## src/rtl/alu_arbiter.sv

```systemverilog
// alu_arbiter: shares one ALU between two requesters, one op in flight.
// Define ALU_ARB_FIXED_PRIO_EN to make requester 0 always win contention.
module alu_arbiter #(
    parameter int WIDTH   = 16,
    parameter int ALU_LAT = 1
) (
    input  logic             clk,
    input  logic             reset,

    input  logic             req0_valid,
    output logic             req0_ready,
    input  logic [WIDTH-1:0] req0_A,
    input  logic [WIDTH-1:0] req0_B,
    input  logic [WIDTH-1:0] req0_Imm,
    input  logic             req0_ALUsrc,
    input  logic [2:0]       req0_ALUop,
    output logic             rsp0_valid,
    output logic [WIDTH-1:0] rsp0_ALUout,
    output logic             rsp0_AltB,

    input  logic             req1_valid,
    output logic             req1_ready,
    input  logic [WIDTH-1:0] req1_A,
    input  logic [WIDTH-1:0] req1_B,
    input  logic [WIDTH-1:0] req1_Imm,
    input  logic             req1_ALUsrc,
    input  logic [2:0]       req1_ALUop,
    output logic             rsp1_valid,
    output logic [WIDTH-1:0] rsp1_ALUout,
    output logic             rsp1_AltB,

    output logic [WIDTH-1:0] alu_A,
    output logic [WIDTH-1:0] alu_B,
    output logic [WIDTH-1:0] alu_Imm,
    output logic             alu_ALUsrc,
    output logic [2:0]       alu_ALUop,
    input  logic [WIDTH-1:0] alu_ALUout,
    input  logic             alu_AltB,

    output logic             busy
);

    typedef enum logic [1:0] {
        IDLE,
        HOLD,
        RESP
    } state_t;

    localparam logic [2:0] CNT_INIT = 3'(ALU_LAT - 1);

    state_t     state;
    state_t     state_nxt;
    logic       owner;
    logic [2:0] cnt;
    logic       grant0;
    logic       grant1;
    logic       accept;
    logic       capture;

`ifndef ALU_ARB_FIXED_PRIO_EN
    logic       prio;
`endif

    // Grants are gated by reset so nothing is accepted while it is held.
    always_comb begin
        grant0 = 1'b0;
        grant1 = 1'b0;
        if (state == IDLE && !reset) begin
`ifdef ALU_ARB_FIXED_PRIO_EN
            grant0 = req0_valid;
            grant1 = req1_valid && !req0_valid;
`else
            if (req0_valid && req1_valid) begin
                grant0 = !prio;
                grant1 = prio;
            end else begin
                grant0 = req0_valid;
                grant1 = req1_valid;
            end
`endif
        end
    end

    assign accept  = grant0 | grant1;
    assign capture = (state == HOLD) && (cnt == 3'd0);

    always_comb begin
        state_nxt = state;
        case (state)
            IDLE:    if (accept) state_nxt = HOLD;
            HOLD:    if (cnt == 3'd0) state_nxt = RESP;
            RESP:    state_nxt = IDLE;
            default: state_nxt = IDLE;
        endcase
    end

    always_ff @(posedge clk) begin
        if (reset) begin
            state <= IDLE;
            owner <= 1'b0;
            cnt   <= 3'd0;
        end else begin
            state <= state_nxt;
            if (accept) begin
                owner <= grant1;
                cnt   <= CNT_INIT;
            end else if (state == HOLD && cnt != 3'd0) begin
                cnt <= cnt - 3'd1;
            end
        end
    end

`ifndef ALU_ARB_FIXED_PRIO_EN
    // The side that just won loses the next contention.
    always_ff @(posedge clk) begin
        if (reset) begin
            prio <= 1'b0;
        end else if (accept) begin
            prio <= grant0;
        end
    end
`endif

    // ALU pins only change on acceptance, so they stay quiet while idle.
    always_ff @(posedge clk) begin
        if (reset) begin
            alu_A      <= '0;
            alu_B      <= '0;
            alu_Imm    <= '0;
            alu_ALUsrc <= 1'b0;
            alu_ALUop  <= 3'd0;
        end else if (accept) begin
            alu_A      <= grant1 ? req1_A      : req0_A;
            alu_B      <= grant1 ? req1_B      : req0_B;
            alu_Imm    <= grant1 ? req1_Imm    : req0_Imm;
            alu_ALUsrc <= grant1 ? req1_ALUsrc : req0_ALUsrc;
            alu_ALUop  <= grant1 ? req1_ALUop  : req0_ALUop;
        end
    end

    always_ff @(posedge clk) begin
        if (reset) begin
            rsp0_ALUout <= '0;
            rsp0_AltB   <= 1'b0;
            rsp1_ALUout <= '0;
            rsp1_AltB   <= 1'b0;
        end else if (capture) begin
            if (owner) begin
                rsp1_ALUout <= alu_ALUout;
                rsp1_AltB   <= alu_AltB;
            end else begin
                rsp0_ALUout <= alu_ALUout;
                rsp0_AltB   <= alu_AltB;
            end
        end
    end

    assign req0_ready = grant0;
    assign req1_ready = grant1;
    assign rsp0_valid = (state == RESP) && !owner && !reset;
    assign rsp1_valid = (state == RESP) && owner && !reset;
    assign busy       = (state != IDLE);

endmodule
```

## config.mk

```make
export PLATFORM = sky130hd
export DESIGN_NAME = alu_arbiter
export DESIGN_NICKNAME = d
export VERILOG_FILES = /design/src/rtl/alu_arbiter.sv
export SDC_FILE = /design/constraint.sdc
export NUM_CORES = 1
export LEC_CHECK = 0
export ABC_CLOCK_PERIOD_IN_PS = 1300
export CORE_ASPECT_RATIO = 0.75
export CORE_MARGIN = 1.5
export CORE_UTILIZATION = 25
export CTS_CLUSTER_SIZE = 20
export DETAILED_ROUTE_END_ITERATION = 8
export REMOVE_ABC_BUFFERS = 1
export SYNTH_ARGS = -nofsm -noshare
export SYNTH_HDL_FRONTEND = slang
export SYNTH_SLANG_ARGS = --single-unit
```

## constraint.sdc

```tcl
create_clock -name clk -period 1.3 [get_ports clk]
set_input_delay 0.26 -clock clk [delete_from_list [all_inputs] [get_ports clk]]
set_output_delay 0.26 -clock clk [all_outputs]
set_load 0.02 [all_outputs]
```

==> results of run 1 <==
worst max-delay path: stages (launching register included):
cell	delay, ps
dfxtp_4	360
buf_6	120
buf_6	100
nand4bb_4	300
clkbuf_16	280
o21ai_1	190
a21oi_2	80
registers in the layout, indices dropped and copies added, names as in the netlist, 2 cells and up:
register / flops
rsp0_ALUout: 16
rsp1_ALUout: 16
alu_ALUop: 3
state: 2
cnt: 3
alu_B: 16
alu_A: 16
alu_Imm: 16
cell type report:
type | instances | area [um2] | area share, %
Timing Repair Buffer | 295 | 3280 | 36.7
Clock buffer | 14 | 284 | 3.18
Sequential cell | 93 | 1870 | 20.9
Multi-Input combinational cell | 344 | 3160 | 35.3
Inverter | 6 | 22.5 | 0.252
Clock inverter | 2 | 15.0 | 0.168
Tap cell | 247 | 309 | 3.46
worst paths after layout:
| kind | from | end | slack, ps | depth (start not counted) |
|---|---|---|---|---|
| setup reg to reg | state[1] | rsp0_ALUout[9] | -290 | 6 |
| setup / recovery | state[1] | rsp0_ALUout[9] | -290 | 6 |
| hold / removal | reset | state[1] | 260 | 3 |
| hold reg to reg | rsp0_ALUout[8] | rsp0_ALUout[8] | 470 | 2 |
per-layer routing:
| layer | wire length [um] | vias to the layer above |
|---|---|---|
| met5 | 0 | - |
| met2 | 10500 | 269 |
| met4 | 691 | 0 |
| met1 | 9650 | 2780 |
| li1 | - | 2531 |
| met3 | 1170 | 55 |
layout by cell type, fill, tap and decap left out, types with 16 or more instances in the layout:
cell             count
nand3_4             16
buf_6               17
a311oi_1            43
o31ai_2             41
nand3_2             19
clkdlybuf4s15_1     39
o21ai_1             19
buf_12              26
nand4_1             52
dfxtp_1             89
buf_4               22
a21oi_2             34
a21oi_1             55
clkbuf_2            43
clkdlybuf4s50_1    121
logic make-up after synthesis:
| family | count (synthesis) |
|---|---|
| simple gates | 108 |
| compound gates | 234 |
| fa+ha+maj | 2 |
| buf+inv | 83 |
| flops | 93 |
per-stage QoR:
stage | cell area, um2 | total power (W) | setup WS (ps) | util (%) | hold WS (ps)
finish | 8940 | 0.00937 | -287 | 48.4 | 259
global route | 8940 | 0.00972 | -341 | 48.4 | 271
CTS | 8570 | 0.00913 | -283 | 46.4 | 256
detailed placement | 7230 | 0.00580 | -754 | 39.2 | 466
global placement | 7230 | 0.00574 | -661 | 39.2 | 460
floorplan | 4310 | 0.00434 | -2640 | - | 329
cell usage after synthesis (3+ instances only):
master / n
o21ai_0: 35
nand2b_1: 3
o31ai_2: 50
nand4_1: 52
buf_2: 29
dfxtp_1: 93
a311oi_1: 53
buf_4: 4
a21oi_1: 89
inv_1: 5
nand3_1: 37
buf_6: 6
nor2_1: 3
clkbuf_1: 37
power by group through the flow:
stage	Combinational, W	Clock [W]	Sequential, W
2_1_floorplan	0.000817	0	0.00352
3_5_place_dp	0.00254	0	0.00327
6_report	0.00347	0.00268	0.00322
4_1_cts	0.00321	0.00272	0.00320
3_3_place_gp	0.00249	0	0.00326
5_1_grt	0.00364	0.00284	0.00325
repair_timing:
item	CTS	global route
pin swaps	34	41
buffers inserted	19	4
hold buffers	0	0
setup endpoints to repair	181	168
endpoints found under the hold margin	0	0
gates resized for setup	260	218
gates cloned	18	5
==> results.yml, run 1 <==
grt:
  antenna_found_initial: 0
  track_usage_pct: 20.8
  grt_pass1_wl_mm: 31.5
  grt_use_met3_pct: 4.97
  grt_pass1_vias: 5542
  grt-busiest-layer: "met2"
  grtUsageMet1_pct: 26.5
  grt_max_degree: 83
  grt_overflow: 0
  gr-usage-met2_pct: 34.2
floorplan:
  die_height_um: 122
  ios: 216
  fp.dieW_um: 161
  initial_core_util_pct: 25.5
  fp.dieArea_um2: 19600
  coreArea_um2: 18500
  num_rows: 43
power:
  p_leak_nw: 3.02
  combPwrFrac_pct: 37.0
  p_int_w: 0.00624
  swShare_pct: 33.4
  p_sw_w: 0.00313
  clockPowerShare_pct: 28.6
  ir_drop_v: 0.000574
  p_per_area_nw_per_um2: 1050
  pwr-share-seq_pct: 34.4
synth:
  synth.avg_cell_area_um2: 9.04
  async_flop_share_pct: 0
  synth_top_area_cell: "dfxtp_1"
  synthCells: 520
  synth_top_family_by_area: "compound AO/OA/AOI/OAI gates"
  syn-cell-area_um2: 4700
  synth.area.mux_share_pct: 0
  yosys_warnings: 0
  synth_flop_cell: "dfxtp_1"
  synth-seq-area-share_pct: 39.6
  synth.area.top_cells: "dfxtp_1, o31ai_2, a311oi_1, a21oi_1, nand4_1"
  synth.distinct_cells: 32
  synth-adder-area-share_pct: 0.532
  synth-edff-count: 0
  synth_compound_area_share_pct: 37.6
  synth_top_cell_area_share_pct: 39.6
  ys_ff_latch: 93
  synth_xor_area_share_pct: 0
  yosys.area_share.simple_pct: 13.5
drt:
  drtIter0Drc: 466
  routedWlPerCell_um: 22.0
  vias_per_cell: 5.63
  ant_nets: 0
  vias: 5635
  dr.pass1.iters: 5
  drt-total-wl_mm: 22.1
  drc_errors: 0
placed_design:
  place_hpwl_mm: 12.5
  globalplace.congestion: 0.789
  dp_cells: 945
  port_buffers: 215
sta:
  fmax_mhz: 630
  timing.final.crit_share_pct: 122
  drv_slew: 0
  fin_worst_skew_ps: 5.09
  setup_ws_ps: -287
  hold_viol_final: 0
  relSlewSlack_pct: 43.2
  rsz0062_at_grt: "yes"
  finalSetupViolCount: 97
  fin_crit_ps: 1590
  tns_ps: -20440
  tightest_slew_ps: 852
finish:
  instances_no_fill: 1001
  final_nets: 876
  drive_gt1_share_pct: 41.5
  n_fill_cell: 1626
  area_delta_synth_final_pct: 90.1
  n_antenna_cell: 0
status:
  status: "finished with violations"
  violations: "negative setup slack"
setup_path:
  critPathMaxFanout: 17
  cp.required_ps: 1500
  crit_path_start_kind: "flop"
  end_kind: "flop"
  critPathKind: "reg2reg"
  crit_arrival_ps: 1790
clock_tree:
  cts.sinks: 93
  htreeDepth: 3
  cts_root_buf: "clkbuf_16"
  path_clk_slew_ps: 70
  cts_buffers: 9
  cts_buffer_depth: 2
  tritoncts: "built"
  insertion_delay_ps: 350
flow_run:
  cap_violations: 0
hold_path:
  hold_path_class: "in2reg"
(Power assumes the default switching activity.)
==> inputs of run 2 (changes only) <==
--- a/config.mk
+++ b/config.mk
@@ -11,6 +11,7 @@
 export CORE_UTILIZATION = 25
 export CTS_CLUSTER_SIZE = 20
 export DETAILED_ROUTE_END_ITERATION = 8
+export GPL_TIMING_DRIVEN = 0
 export REMOVE_ABC_BUFFERS = 1
 export SYNTH_ARGS = -nofsm -noshare
 export SYNTH_HDL_FRONTEND = slang
==> results.yml, run 2 (same netlist as run 1, synthesis figures left out) <==
drt:
  dr.pass1.iters: 5
  vias_per_cell: 5.84
  ant_nets: 0
  drtIter0Drc: 594
  routedWlPerCell_um: 24.4
  vias: 5809
  drt-total-wl_mm: 24.3
  drc_errors: 0
placed_design:
  port_buffers: 215
  globalplace.congestion: 0.768
  post_dp_cell_area_um2: 7090
  place_hpwl_mm: 12.3
power:
  total_power_w: 0.00954
  ir_drop_v: 0.000607
  p_leak_nw: 2.98
  p_per_area_nw_per_um2: 1080
clock_tree:
  cts-hold-fix-buffers: 0
  htreeDepth: 3
  insertion_delay_ps: 350
  cts_root_buf: "clkbuf_16"
  cts_buffers: 9
  cts.sinks: 93
  tritoncts: "built"
  cts_buffer_depth: 2
  path_clk_slew_ps: 70
grt:
  grt_max_degree: 35
  grt_overflow: 0
  antenna_found_initial: 0
  grt_pass1_vias: 5609
  track_usage_pct: 22.8
  grt_pass1_wl_mm: 34.1
hold_path:
  hold_path_class: "in2reg"
  hold_depth: 2
  min_from: "reset"
  min_to: "rsp1_ALUout[8]"
finish:
  final_area_um2: 8850
  n_fill_cell: 1675
  layout_common_cells: "clkdlybuf4s50_1, dfxtp_1, a21oi_1"
  final_nets: 870
  final_common_cell: "clkdlybuf4s50_1"
  drive_gt1_share_pct: 36.0
  area_delta_synth_final_pct: 88.3
  n_antenna_cell: 0
floorplan:
  die_height_um: 122
  fp.dieArea_um2: 19600
  coreArea_um2: 18500
  initial_core_util_pct: 25.5
  ios: 216
  fp.dieW_um: 161
  num_rows: 43
setup_path:
  max_stage_delay_ps: 370
  crit_path_frequent_cell: "buf_6"
  critPathMaxFanout: 4
  end_kind: "output port"
  reg2reg_setup_slack_ps: -330
  cp.required_ps: 1040
  crit_arrival_ps: 1380
  critPathBufInv: 2
  critPathKind: "reg2out"
  crit_slowest_cell: "dfxtp_4"
  r2r_start: "state[1]"
  reg2regPathDepth: 5
  crit_family: "simple AND/OR/NAND/NOR gates"
  crit_path_start_kind: "flop"
  crit_chain: "nor3_4, buf_6, and3_4, buf_6"
  r2r-end: "alu_Imm[5]"
sta:
  fin_hold_ws_ps: 226
  drv_slew: 0
  fin_crit_ps: 1640
  tightest_slew_ps: 466
  rsz0062_at_grt: "yes"
  fin_worst_skew_ps: 9.50
  hold_viol_final: 0
  finalSetupViolCount: 95
  relSlewSlack_pct: 68.9
  timing.final.crit_share_pct: 126
  fmax_mhz: 608
  setup_ws_ps: -344
status:
  violations: "negative setup slack"
  status: "finished with violations"
flow_run:
  cap_violations: 0
==> run 2: cell count changes in the layout (fill, tap and decap cells not counted), sizes merged, moves of 3 or more <==
| cell | before | now |
|---|---|---|
| and4bb | 1 | 6 |
| nand4bb | 1 | 4 |
| clkdlybuf4s15 | 42 | 45 |
| clkbuf | 61 | 51 |
| dlygate4sd2 | 2 | 6 |
| buf | 81 | 63 |
==> run 2: final cells by class <==
class	count	area, um2	share of cell area, %
well taps	247	309	3.49
repair inverters	1	7.51	0.0848
multi-input cells	355	3190	36.1
inverters	6	38.8	0.438
flip-flops and latches	93	1880	21.2
clock inverters	5	83.8	0.947
repair buffers	277	3100	35.0
clock buffers	11	243	2.74
==> run 2: repair_timing <==
| action | in CTS | in global routing |
|---|---|---|
| setup endpoints to repair | 184 | 164 |
| gates cloned | 20 | 7 |
| pin swaps | 24 | 46 |
| resized for setup | 240 | 187 |
| setup buffers | 27 | 8 |
==> run 2: routing by layer <==
layer	global-route usage (%)	wire length, um	up-vias
met5	0	0	-
met4	8.16	760	0
met3	4.26	1650	63
met2	36.3	11200	321
met1	30.9	10700	2883
li1	-	-	2542
==> run 2: worst reg2reg max path, cell delays in order, from the launching register on <==
cell	delay [ps]
dfxtp_4	370
or3_4	510
buf_12	190
buf_16	140
o31ai_4	200
a311oi_1	100
==> run 2: how the worst max path moves through the flow <==
stage | startpoint | to | slack (ps) | cells after the start
floorplan | prio | alu_Imm[6] | -2640 | 3
global placement | reset | alu_Imm[5] | -7400 | 4
detailed placement | req1_valid | alu_Imm[14] | -1350 | 6
CTS | state[0] | req0_ready | -330 | 4
global route | state[1] | req0_ready | -390 | 4
finish | state[1] | req0_ready | -340 | 4
==> run 2: metrics by stage <==
step	setup WS, ps	util, %	instances	TNS (ps)
5_1_grt	-388	48.0	995	-23850
3_5_place_dp	-1350	38.4	918	-114670
3_3_place_gp	-7400	36.7	905	-515200
6_report	-344	48.0	995	-19570
4_1_cts	-331	45.2	981	-17600
2_1_floorplan	-2640	-	443	-159040
==> run 2: report_power, final <==
group | leakage (nW) | internal (W) | switching, W
sequential | 0.766 | 0.00307 | 0.000155
clock | 0.152 | 0.00175 | 0.00122
combinational | 2.07 | 0.00153 | 0.00182
